## src/rtl/instr_fetch.sv

```systemverilog
// Instruction fetch front end: credit-limited request issue, in-order response
// tracking with redirect squashing, and a small instruction queue toward decode.
module instr_fetch #(
    parameter logic [31:0] RESET_PC = 32'h0000_0000,
    parameter int          DEPTH    = 2
) (
    input  logic        clk,
    input  logic        rst_n,
    output logic        imem_req_valid,
    input  logic        imem_req_ready,
    output logic [31:0] imem_req_addr,
    input  logic        imem_rsp_valid,
    input  logic [31:0] imem_rsp_data,
    input  logic        redirect_valid,
    input  logic [31:0] redirect_pc,
    output logic        out_valid,
    input  logic        out_ready,
    output logic [31:0] out_instr,
    output logic [31:0] out_pc
);
    localparam int PW = $clog2(DEPTH);
    localparam int CW = $clog2(DEPTH + 1);
    localparam int SW = CW + 2;
    localparam logic [PW-1:0] LAST = PW'(DEPTH - 1);

    logic [29:0]   pc_reg;
    logic [CW-1:0] outstanding_reg;
    logic [CW-1:0] discard_reg;
    logic [CW-1:0] occ_reg;
    logic [PW-1:0] head_reg;
    logic [PW-1:0] tail_reg;
    logic [PW-1:0] fl_rd_reg;
    logic [PW-1:0] fl_wr_reg;

    logic [31:0] q_instr [DEPTH];
    logic [31:0] q_pc    [DEPTH];
    logic [31:0] fl_pc   [DEPTH];

    logic [SW-1:0] in_use;
    logic          accept;
    logic          rsp_take;
    logic          rsp_drop;
    logic          push;
    logic          pop;
    logic [31:0]   fl_head;
    logic          unused_bits;

    function automatic logic [PW-1:0] next_ptr(input logic [PW-1:0] p);
        return (p == LAST) ? '0 : p + PW'(1);
    endfunction

    // Squashed requests still hold a credit until their response comes back.
    assign in_use = SW'(outstanding_reg) + SW'(discard_reg) + SW'(occ_reg);

    assign imem_req_valid = rst_n & ~redirect_valid & (in_use < SW'(DEPTH));
    assign imem_req_addr  = {pc_reg, 2'b00};
    assign accept         = imem_req_valid & imem_req_ready;

    // Responses with nothing in flight are ignored without touching the PC FIFO.
    assign rsp_take = imem_rsp_valid & ((outstanding_reg != '0) | (discard_reg != '0));
    assign rsp_drop = rsp_take & (discard_reg != '0);
    assign push     = rsp_take & (discard_reg == '0) & ~redirect_valid;
    assign pop      = out_valid & out_ready;
    assign fl_head  = fl_pc[fl_rd_reg];

    assign out_valid = (occ_reg != '0);
    assign out_instr = q_instr[head_reg];
    assign out_pc    = q_pc[head_reg];

    assign unused_bits = ^redirect_pc[1:0];

    always_ff @(posedge clk or negedge rst_n) begin
        if (!rst_n) begin
            pc_reg          <= RESET_PC[31:2];
            outstanding_reg <= '0;
            discard_reg     <= '0;
            occ_reg         <= '0;
            head_reg        <= '0;
            tail_reg        <= '0;
            fl_rd_reg       <= '0;
            fl_wr_reg       <= '0;
        end else begin
            if (redirect_valid)
                pc_reg <= redirect_pc[31:2];
            else if (accept)
                pc_reg <= pc_reg + 30'd1;

            if (accept)
                fl_wr_reg <= next_ptr(fl_wr_reg);
            if (rsp_take)
                fl_rd_reg <= next_ptr(fl_rd_reg);

            if (redirect_valid) begin
                // Everything still in flight becomes a response to discard.
                outstanding_reg <= '0;
                discard_reg     <= discard_reg + outstanding_reg - CW'(rsp_take);
                occ_reg         <= '0;
                head_reg        <= '0;
                tail_reg        <= '0;
            end else begin
                outstanding_reg <= outstanding_reg + CW'(accept) - CW'(rsp_take & ~rsp_drop);
                discard_reg     <= discard_reg - CW'(rsp_drop);
                occ_reg         <= occ_reg + CW'(push) - CW'(pop);
                if (push)
                    tail_reg <= next_ptr(tail_reg);
                if (pop)
                    head_reg <= next_ptr(head_reg);
            end
        end
    end

    genvar gi;
    generate
        for (gi = 0; gi < DEPTH; gi++) begin : g_slot
            logic [31:0] instr_reg;
            logic [31:0] pc_slot_reg;
            logic [31:0] fl_slot_reg;

            always_ff @(posedge clk or negedge rst_n) begin
                if (!rst_n) begin
                    instr_reg   <= '0;
                    pc_slot_reg <= '0;
                    fl_slot_reg <= '0;
                end else begin
                    if (push && tail_reg == PW'(gi)) begin
                        instr_reg   <= imem_rsp_data;
                        pc_slot_reg <= fl_head;
                    end
                    if (accept && fl_wr_reg == PW'(gi))
                        fl_slot_reg <= imem_req_addr;
                end
            end

            assign q_instr[gi] = instr_reg;
            assign q_pc[gi]    = pc_slot_reg;
            assign fl_pc[gi]   = fl_slot_reg;
        end
    endgenerate

endmodule

```

## config.mk

```make
export PLATFORM = sky130hd
export DESIGN_NAME = instr_fetch
export DESIGN_NICKNAME = d
export VERILOG_FILES = /design/src/rtl/instr_fetch.sv
export SDC_FILE = /design/constraint.sdc
export NUM_CORES = 1
export LEC_CHECK = 0
export CAP_MARGIN = 20
export CORE_MARGIN = 2
export CORE_UTILIZATION = 28
export CTS_CLUSTER_SIZE = 12
export DETAILED_ROUTE_END_ITERATION = 8
export PLACE_DENSITY_LB_ADDON = 0.1
export SYNTH_ARGS = -nofsm -noshare
export SYNTH_HDL_FRONTEND = slang
export SYNTH_SLANG_ARGS = --single-unit
```

## constraint.sdc

```tcl
create_clock -name clk -period 9 [get_ports clk]
set_input_delay 1.35 -clock clk [delete_from_list [all_inputs] [get_ports clk]]
set_output_delay 1.35 -clock clk [all_outputs]
set_load 0.005 [all_outputs]
```

# Word-level counts from Yosys, hierarchy flattened
# Cells that the tools add are included.
dict set report word_totals {
  reg_bits 228
  latchBits 0
  mem_bits_rw 0
  rom_bits 0
  out_inout_bits 98
  n_memories 0
}
dict set report classes {
  add_sub_neg 14
  n_mul 0
  div_mod_pow 0
  order_cmp 3
  n_eq_ne 0
  n_shift 0
  n_mux 22
  bitwise_logic 16
  reduce_logical 11
}
# cell count
set op_table {}
lappend op_table {{$mux W32} 9}
lappend op_table {{$mux W30} 2}
lappend op_table {{$add A30 B1 Y30 const B} 1}
lappend op_table {{$reduce_bool A2 Y1} 6}
lappend op_table {{$and A1 B1 Y1} 8}
lappend op_table {{$mux W1} 8}
lappend op_table {{$mux W2} 3}
lappend op_table {{$not A1 Y2} 3}
lappend op_table {{$sub A2 B1 Y2} 3}
lappend op_table {{$add A1 B1 Y1 const B} 4}
lappend op_table {{$add A2 B1 Y2} 2}
lappend op_table {{$add A3 B2 Y4} 1}
lappend op_table {{$ge A2 B2 Y1 const B} 2}
lappend op_table {{$logic_and A1 B1 Y1} 4}
lappend op_table {{$lt A4 B2 Y1 const B} 1}
lappend op_table {{$add A2 B2 Y3} 1}
lappend op_table {{$not A1 Y1} 3}
lappend op_table {{$add A2 B2 Y2} 1}
lappend op_table {{$and A1 B2 Y2} 1}
lappend op_table {{$logic_not A2 Y1} 1}
lappend op_table {{$sub A2 B2 Y2} 1}
lappend op_table {{$or A1 B1 Y1} 1}

# Logic depth before layout (Yosys ltp)
# Gate-level depths: netlist (run 1).
dict set report logic_depth {
  word_depth 8
  ltp_mapped 13
}

# Worst setup path before layout (run 1)
# OpenSTA, ideal clock, no wires.
dict set report synth_path {
  kind {input-to-output}
  from {input redirect_valid}
  to {output imem_req_valid}
  arrival_ps 1965
  required_time_ps 7650
  slack_ps 5685
  stages 3
  path_buffers 2
  cell_sequence {clkbuf_1 -> clkbuf_1 -> nor2_1}
}
dict set report synth_via {
  elab_chain_len 3
}
# item line
set synth_rtl {}
lappend synth_rtl {{from (decl)} 14} ;# input logic redirect_valid,
lappend synth_rtl {{$not A1 Y1} 55} ;# assign imem_req_valid = rst_n & ~redirect_valid & (in_use < SW'(DEPTH));
lappend synth_rtl {{$and A1 B1 Y1 (2 in a row)} 55}
lappend synth_rtl {{to (decl)} 9} ;# output logic imem_req_valid,
# No other way between the ends.

# Worst setup path after layout (run 1)
dict set report layout_path {
  from {register discard_reg[1]}
  to {output imem_req_valid}
}
dict set report layout_via {
  elab_chain_len 4
}
# item line
set layout_rtl {}
lappend layout_rtl {{from (decl)} 28} ;# logic [CW-1:0] discard_reg;
lappend layout_rtl {{from (signal assigned)} 96} ;# discard_reg <= discard_reg + outstanding_reg - CW'(rsp_take);
lappend layout_rtl {{from (signal assigned)} 102} ;# discard_reg <= discard_reg - CW'(rsp_drop);
lappend layout_rtl {{$add A2 B2 Y3} 53} ;# assign in_use = SW'(outstanding_reg) + SW'(discard_reg) + SW'(occ_reg);
lappend layout_rtl {{$add A3 B2 Y4} 53}
lappend layout_rtl {{$lt A4 B2 Y1} 55}
lappend layout_rtl {{$and A1 B1 Y1} 55}
# No other way between the ends.

==> results of run 1 <==
==> routing by layer <==
layer | part of all wire [%] | up-vias | track usage [%]
li1 | - | 3186 | -
met1 | 47 | 3400 | 19.8
met2 | 46 | 140 | 23.2
met3 | 5.1 | 33 | 2.66
met4 | 1.5 | 0 | 3.20
met5 | 0 | - | 0
==> Yosys cell counts, types with 4 or more instances <==
library cell  number  area, sq um
or3_1              7         43.8
buf_4              6         45.0
nand4_1           11         68.8
buf_2             10         50.1
nor4_1             6         37.5
xnor2_1           10         87.6
or4_1             11         82.6
a31oi_1           16          100
dfrtp_1          224         5610
and3_1             7         43.8
nor3_1             5         25.0
xor2_1             9         78.8
nor2_1            27          101
o21ai_0           20          100
o31ai_1           10         75.1
nand3_1           14         70.1
mux2_2           274         3090
ha_1              11          138
clkbuf_1          25         93.8
nor2b_1            4         25.0
inv_1             15         56.3
nand2_1           31          116
==> area by class of cell <==
| cell class | instances | area (sq um) |
|---|---|---|
| Multi-Input combinational cell | 509 | 4600 |
| Fill cell | 3640 | 23200 |
| Timing Repair Buffer | 170 | 1700 |
| Tap cell | 468 | 586 |
| Sequential cell | 224 | 5610 |
| Inverter | 16 | 60.1 |
| Clock inverter | 3 | 43.8 |
| Clock buffer | 46 | 870 |
==> critical path, stage by stage, from the launching register on <==
cell and delay, ps:
dfrtp_1 470, inv_1 100, fa_1 500, inv_1 40, ha_1 310, nand4bb_1 360, nor2_1 240, clkdlybuf4s50_1 540
==> kinds of logic after synthesis <==
logic type      count (synthesis)  synth area share, %
compound gates                 55                 3.28
xor+xnor                       19                 1.59
fa+ha+maj                      12                 1.51
buf+inv                        63                 2.80
flops                         224                 53.6
mux                           277                 29.8
other cells                     1               0.0358
simple gates                  142                 7.47
==> through the flow <==
step	setup WS (ps)	instances	instance area (sq um)	utilization, %	hold WS, ps
floorplan	5680	796	10500	-	446
global placement	4630	1387	12600	34.2	467
detailed placement	4610	1387	12600	34.2	485
CTS	4490	1436	13500	36.7	499
global route	4300	1436	13500	36.7	510
finish	4540	1436	13500	36.7	495
==> how the worst max path moves through the flow <==
stage                                   startpoint                                     to  slack [ps]  cells after the start
final                     discard_reg[1]$_DFF_PN0_                         imem_req_valid        4540                      7
after floorplan                     redirect_valid                         imem_req_valid        5680                      3
after detailed placement                     rst_n  g_slot[0].fl_slot_reg[12]$_DFFE_PN0P_        4610                      7
after global placement                       rst_n  g_slot[0].fl_slot_reg[12]$_DFFE_PN0P_        4630                      7
after global routing      discard_reg[1]$_DFF_PN0_                         imem_req_valid        4300                      7
after CTS                 discard_reg[1]$_DFF_PN0_                         imem_req_valid        4490                      7
==> power by group through the flow <==
stage | sequential [mW] | combinational (mW) | clock [mW]
floorplan | 1.45 | 0.827 | 0
global placement | 1.53 | 1.32 | 0
detailed placement | 1.54 | 1.32 | 0
CTS | 1.52 | 1.33 | 1.16
global route | 1.57 | 1.43 | 1.20
finish | 1.52 | 1.30 | 1.11
==> results.json, run 1 <==
{
  "numPortBuffers": 161,
  "hold_path_depth": 2,
  "drc": 0,
  "ys_seq_elements": 224,
  "yosys_warnings": 0,
  "min-delay-start": "g_slot[0].pc_slot_reg[31]$_DFFE_PN0P_",
  "maxSlewHeadroom_pct": 34.7,
  "min_period_ps": 4460,
  "start_util_pct": 28.5,
  "hold_class": "flop to flop",
  "p_sw_mw": 1.13,
  "largest_reg_flops": 64,
  "clock_sinks": 224,
  "num_vias": 6759,
  "root_buffer": "clkbuf_16",
  "cts_setup_buffers": 0,
  "clock_skew_ps": 8.36,
  "die_x_um": 197,
  "via_per_inst": 4.71,
  "insertion_delay_ps": 540,
  "drive_gt1_share_pct": 34.6,
  "dr.pass1.iters": 4,
  "ys.flop_type": "dfrtp_1",
  "setup-tns-final_ps": 0,
  "outcome": "finished clean",
  "grt_max_degree": 162,
  "end_kind": "output pin",
  "place.gp.congestion": 0.709,
  "hold_end": "g_slot[0].pc_slot_reg[31]$_DFFE_PN0P_",
  "power_frac_comb_pct": 33.1,
  "grt_pass1_vias": 7215,
  "async_reset_ff_share_pct": 100,
  "reg2reg_from": "discard_reg[1]$_DFF_PN0_",
  "drtIter0Drc": 267,
  "fmax_mhz": 224,
  "avgSynthCellArea_sq_um": 13.2,
  "leakagePower_nw": 6.00,
  "fp-row-count": 70,
  "finalMaxSlewViolations": 0,
  "finalHoldViolCount": 0,
  "routedWlPerCell_um": 19.2,
  "hold_buffers": 0,
  "cts_resized": 0,
  "cp.arrival_ps": 3110,
  "grt_overflow": 0,
  "coreArea_sq_um": 36700,
  "dieArea_sq_um": 38900,
  "syn-cell-area_sq_um": 10500,
  "pwr-share-seq_pct": 38.6,
  "ir_drop_v": 0.000140,
  "grt_pass1_wl_mm": 43.0,
  "ios": 168,
  "worstSetupPathType": "flop to output pin",
  "cts_buffer_depth": 3,
  "power_mw": 3.93,
  "ant_nets": 0,
  "htreeDepth": 1,
  "dpl.hpwl_mm": 17.7,
  "ys_seq_area_share_pct": 53.6,
  "rr_endpoint": "g_slot[0].fl_slot_reg[18]$_DFFE_PN0P_",
  "area_growth_pct": 28.7,
  "cp_max_fo": 6,
  "routed_wl_mm": 27.5,
  "fin_crit_sh_pct": 49.5,
  "p_int_mw": 2.80,
  "pwr-share-clk_pct": 28.3,
  "antenna_found_initial": 1,
  "rsz0062_at_grt": "no",
  "num_antenna_cells": 0,
  "synth.distinct_cells": 51,
  "die_h_um": 197,
  "grt_usage_pct": 14.3,
  "cts_tree": "built",
  "cts.clk_slew.worst_paths_ps": 60,
  "nNetsFinal": 1031,
  "layout_common_cells": "mux2_2, dfrtp_1, clkdlybuf4s50_1",
  "worstMarginPinSlew_ps": 974,
  "cp.required_ps": 7650,
  "r2r_slack_ps": 5190,
  "finalSetupViolations": 0,
  "netlist_instances": 793,
  "synth_edf_count": 0,
  "p_per_area_nw_per_um2": 292,
  "cap_violations": 0,
  "swShare_pct": 28.7,
  "numCtsBuffers": 28,
  "final_common_cell": "mux2_2",
  "start_kind": "flop",
  "r2r_cells": 10
}
No activity file was read; power rests on OpenSTA's default activity.
==> inputs of run 2 (changes only) <==
==> constraint.sdc (replaced) <==
create_clock -name clk -period 4.1 [get_ports clk]
set_input_delay 0.615 -clock clk [delete_from_list [all_inputs] [get_ports clk]]
set_output_delay 0.615 -clock clk [all_outputs]
set_load 0.005 [all_outputs]
==> run 2 against run 1 <==
Routed wire length up 0.81%. Register-to-register slack worse by 4400 ps. Clock skew up 10 ps. Clock-buffer cell count down 7. Clock power up 120%.
==> results.json, run 2 (synthesis results as in run 1) <==
{
  "fmax_mhz": 276,
  "ios": 168,
  "power_mw": 8.66,
  "numPortBuffers": 161,
  "fp-row-count": 70,
  "ant_nets": 0,
  "grt_max_degree": 64,
  "rsz0062_at_grt": "no",
  "cts.clk_slew.worst_paths_ps": 60,
  "dpl.hpwl_mm": 18.3,
  "cts_setup_buffers": 0,
  "fin_crit_sh_pct": 88.4,
  "htreeDepth": 1,
  "dr.pass1.iters": 4,
  "cp.arrival_ps": 3010,
  "largest_reg_flops": 64,
  "cts_tree": "built",
  "cts_buffer_depth": 3,
  "nNetsFinal": 1039,
  "clock_skew_ps": 18.3,
  "ir_drop_v": 0.000316,
  "coreArea_sq_um": 36700,
  "routed_wl_mm": 27.7,
  "routedWlPerCell_um": 19.3,
  "end_kind": "output pin",
  "worstMarginPinSlew_ps": 1070,
  "worstSetupPathType": "flop to output pin",
  "antenna_found_initial": 0,
  "leakagePower_nw": 6.05,
  "finalSetupViolations": 0,
  "layout_common_cells": "mux2_2, dfrtp_1, clkdlybuf4s50_1",
  "cp_slowest_stage_delay_ps": 530,
  "start_kind": "flop",
  "p_per_area_nw_per_um2": 640,
  "crit_path_frequent_cell": "inv_1",
  "drc": 0,
  "via_per_inst": 4.73,
  "clock_sinks": 224,
  "place.gp.congestion": 0.707,
  "die_h_um": 197,
  "num_antenna_cells": 0,
  "setup-tns-final_ps": 0,
  "drive_gt1_share_pct": 35.1,
  "root_buffer": "clkbuf_16",
  "crit_slowest_cell": "fa_1",
  "numCtsBuffers": 28,
  "die_x_um": 197,
  "grt_overflow": 0,
  "num_vias": 6810,
  "hold_class": "input port to asynchronous set/reset pin",
  "cp.required_ps": 3480,
  "finalMaxSlewViolations": 0,
  "cp_cell_sequence": "inv_1 > fa_1 > inv_1 > ha_1 > nand4bb_1 > nor2_1 > clkdlybuf4s50_1",
  "grt_usage_pct": 14.3,
  "start_util_pct": 28.5,
  "grt_pass1_wl_mm": 43.1,
  "cts_resized": 0,
  "dieArea_sq_um": 38900,
  "maxSlewHeadroom_pct": 28.8,
  "grt_pass1_vias": 7135,
  "finalHoldViolCount": 0,
  "insertion_delay_ps": 550,
  "cap_violations": 0,
  "drtIter0Drc": 276,
  "final_common_cell": "mux2_2",
  "outcome": "finished clean",
  "area_growth_pct": 29.3,
  "min_period_ps": 3630,
  "cp_max_fo": 6
}
==> run 2: cell types whose count changed in the layout (fill, tap and decap cells not counted), sizes merged <==
cell         change
bufinv           +2
buf              +7
clkbuf           -7
clkinv           +2
dlygate4sd3      +1
==> run 2: path summary, 6_finish.rpt <==
kind,startpoint,endpoint,slack (ps),depth (start not counted)
max,outstanding_reg[1]$_DFF_PN0_,imem_req_valid,470,7
max in group asynchronous,rst_n,g_slot[0].instr_reg[3]$_DFFE_PN0P_,1850,4
min reg2reg,g_slot[0].pc_slot_reg[19]$_DFFE_PN0P_,g_slot[0].pc_slot_reg[19]$_DFFE_PN0P_,500,1
min,rst_n,outstanding_reg[1]$_DFF_PN0_,490,2
min in group clk,g_slot[0].pc_slot_reg[19]$_DFFE_PN0P_,g_slot[0].pc_slot_reg[19]$_DFFE_PN0P_,500,1
max reg2reg,outstanding_reg[1]$_DFF_PN0_,g_slot[0].fl_slot_reg[20]$_DFFE_PN0P_,820,10
==> run 2: power by group <==
part | leakage (nW) | internal (mW) | switching [mW]
combinational | 2.70 | 1.77 | 1.05
sequential | 2.90 | 2.89 | 0.477
clock | 0.449 | 1.52 | 0.949
total | 6.05 | 6.18 | 2.48
==> run 2: cell type report <==
cell class / instances / area [sq um]
timing repair buffer: 178 / 1760
multi-input combinational: 509 / 4600
inverter: 16 / 60.1
fill: 3621 / 23200
clock inverter: 7 / 121
clock buffer: 39 / 792
sequential: 224 / 5610
tap: 468 / 586
==> run 2: critical path, delay by kind of cell, from the launching register on <==
family / cells / cell delay (ps)
buf+inv: 3 / 680
simple gates: 2 / 560
fa+ha+maj: 2 / 840
flops: 1 / 400
==> run 2: metal layers <==
metal | track usage (%) | vias up | part of all wire, %
met2 | 23.4 | 133 | 47
met1 | 19.7 | 3444 | 48
li1 | - | 3199 | -
met3 | 2.32 | 34 | 4.1
met5 | 0 | - | 0
met4 | 3.26 | 0 | 1.9
==> run 2: timing repair <==
item | 4_1_cts | 5_1_grt
hold endpoints to repair | 5 | 0
endpoints found under the setup margin | 0 | 0
hold buffers | 1 | 0
==> run 2: metrics by stage <==
step                util (%)  hold slack, ps  instances  instance area [sq um]  setup slack (ps)
floorplan                  -             319        796                  10500              1190
global placement        34.3             443       1394                  12600               828
detailed placement      34.3             441       1394                  12600               764
CTS                     36.9             456       1441                  13500               380
global route            36.9             472       1441                  13500               268
finish                  36.9             489       1441                  13500               475
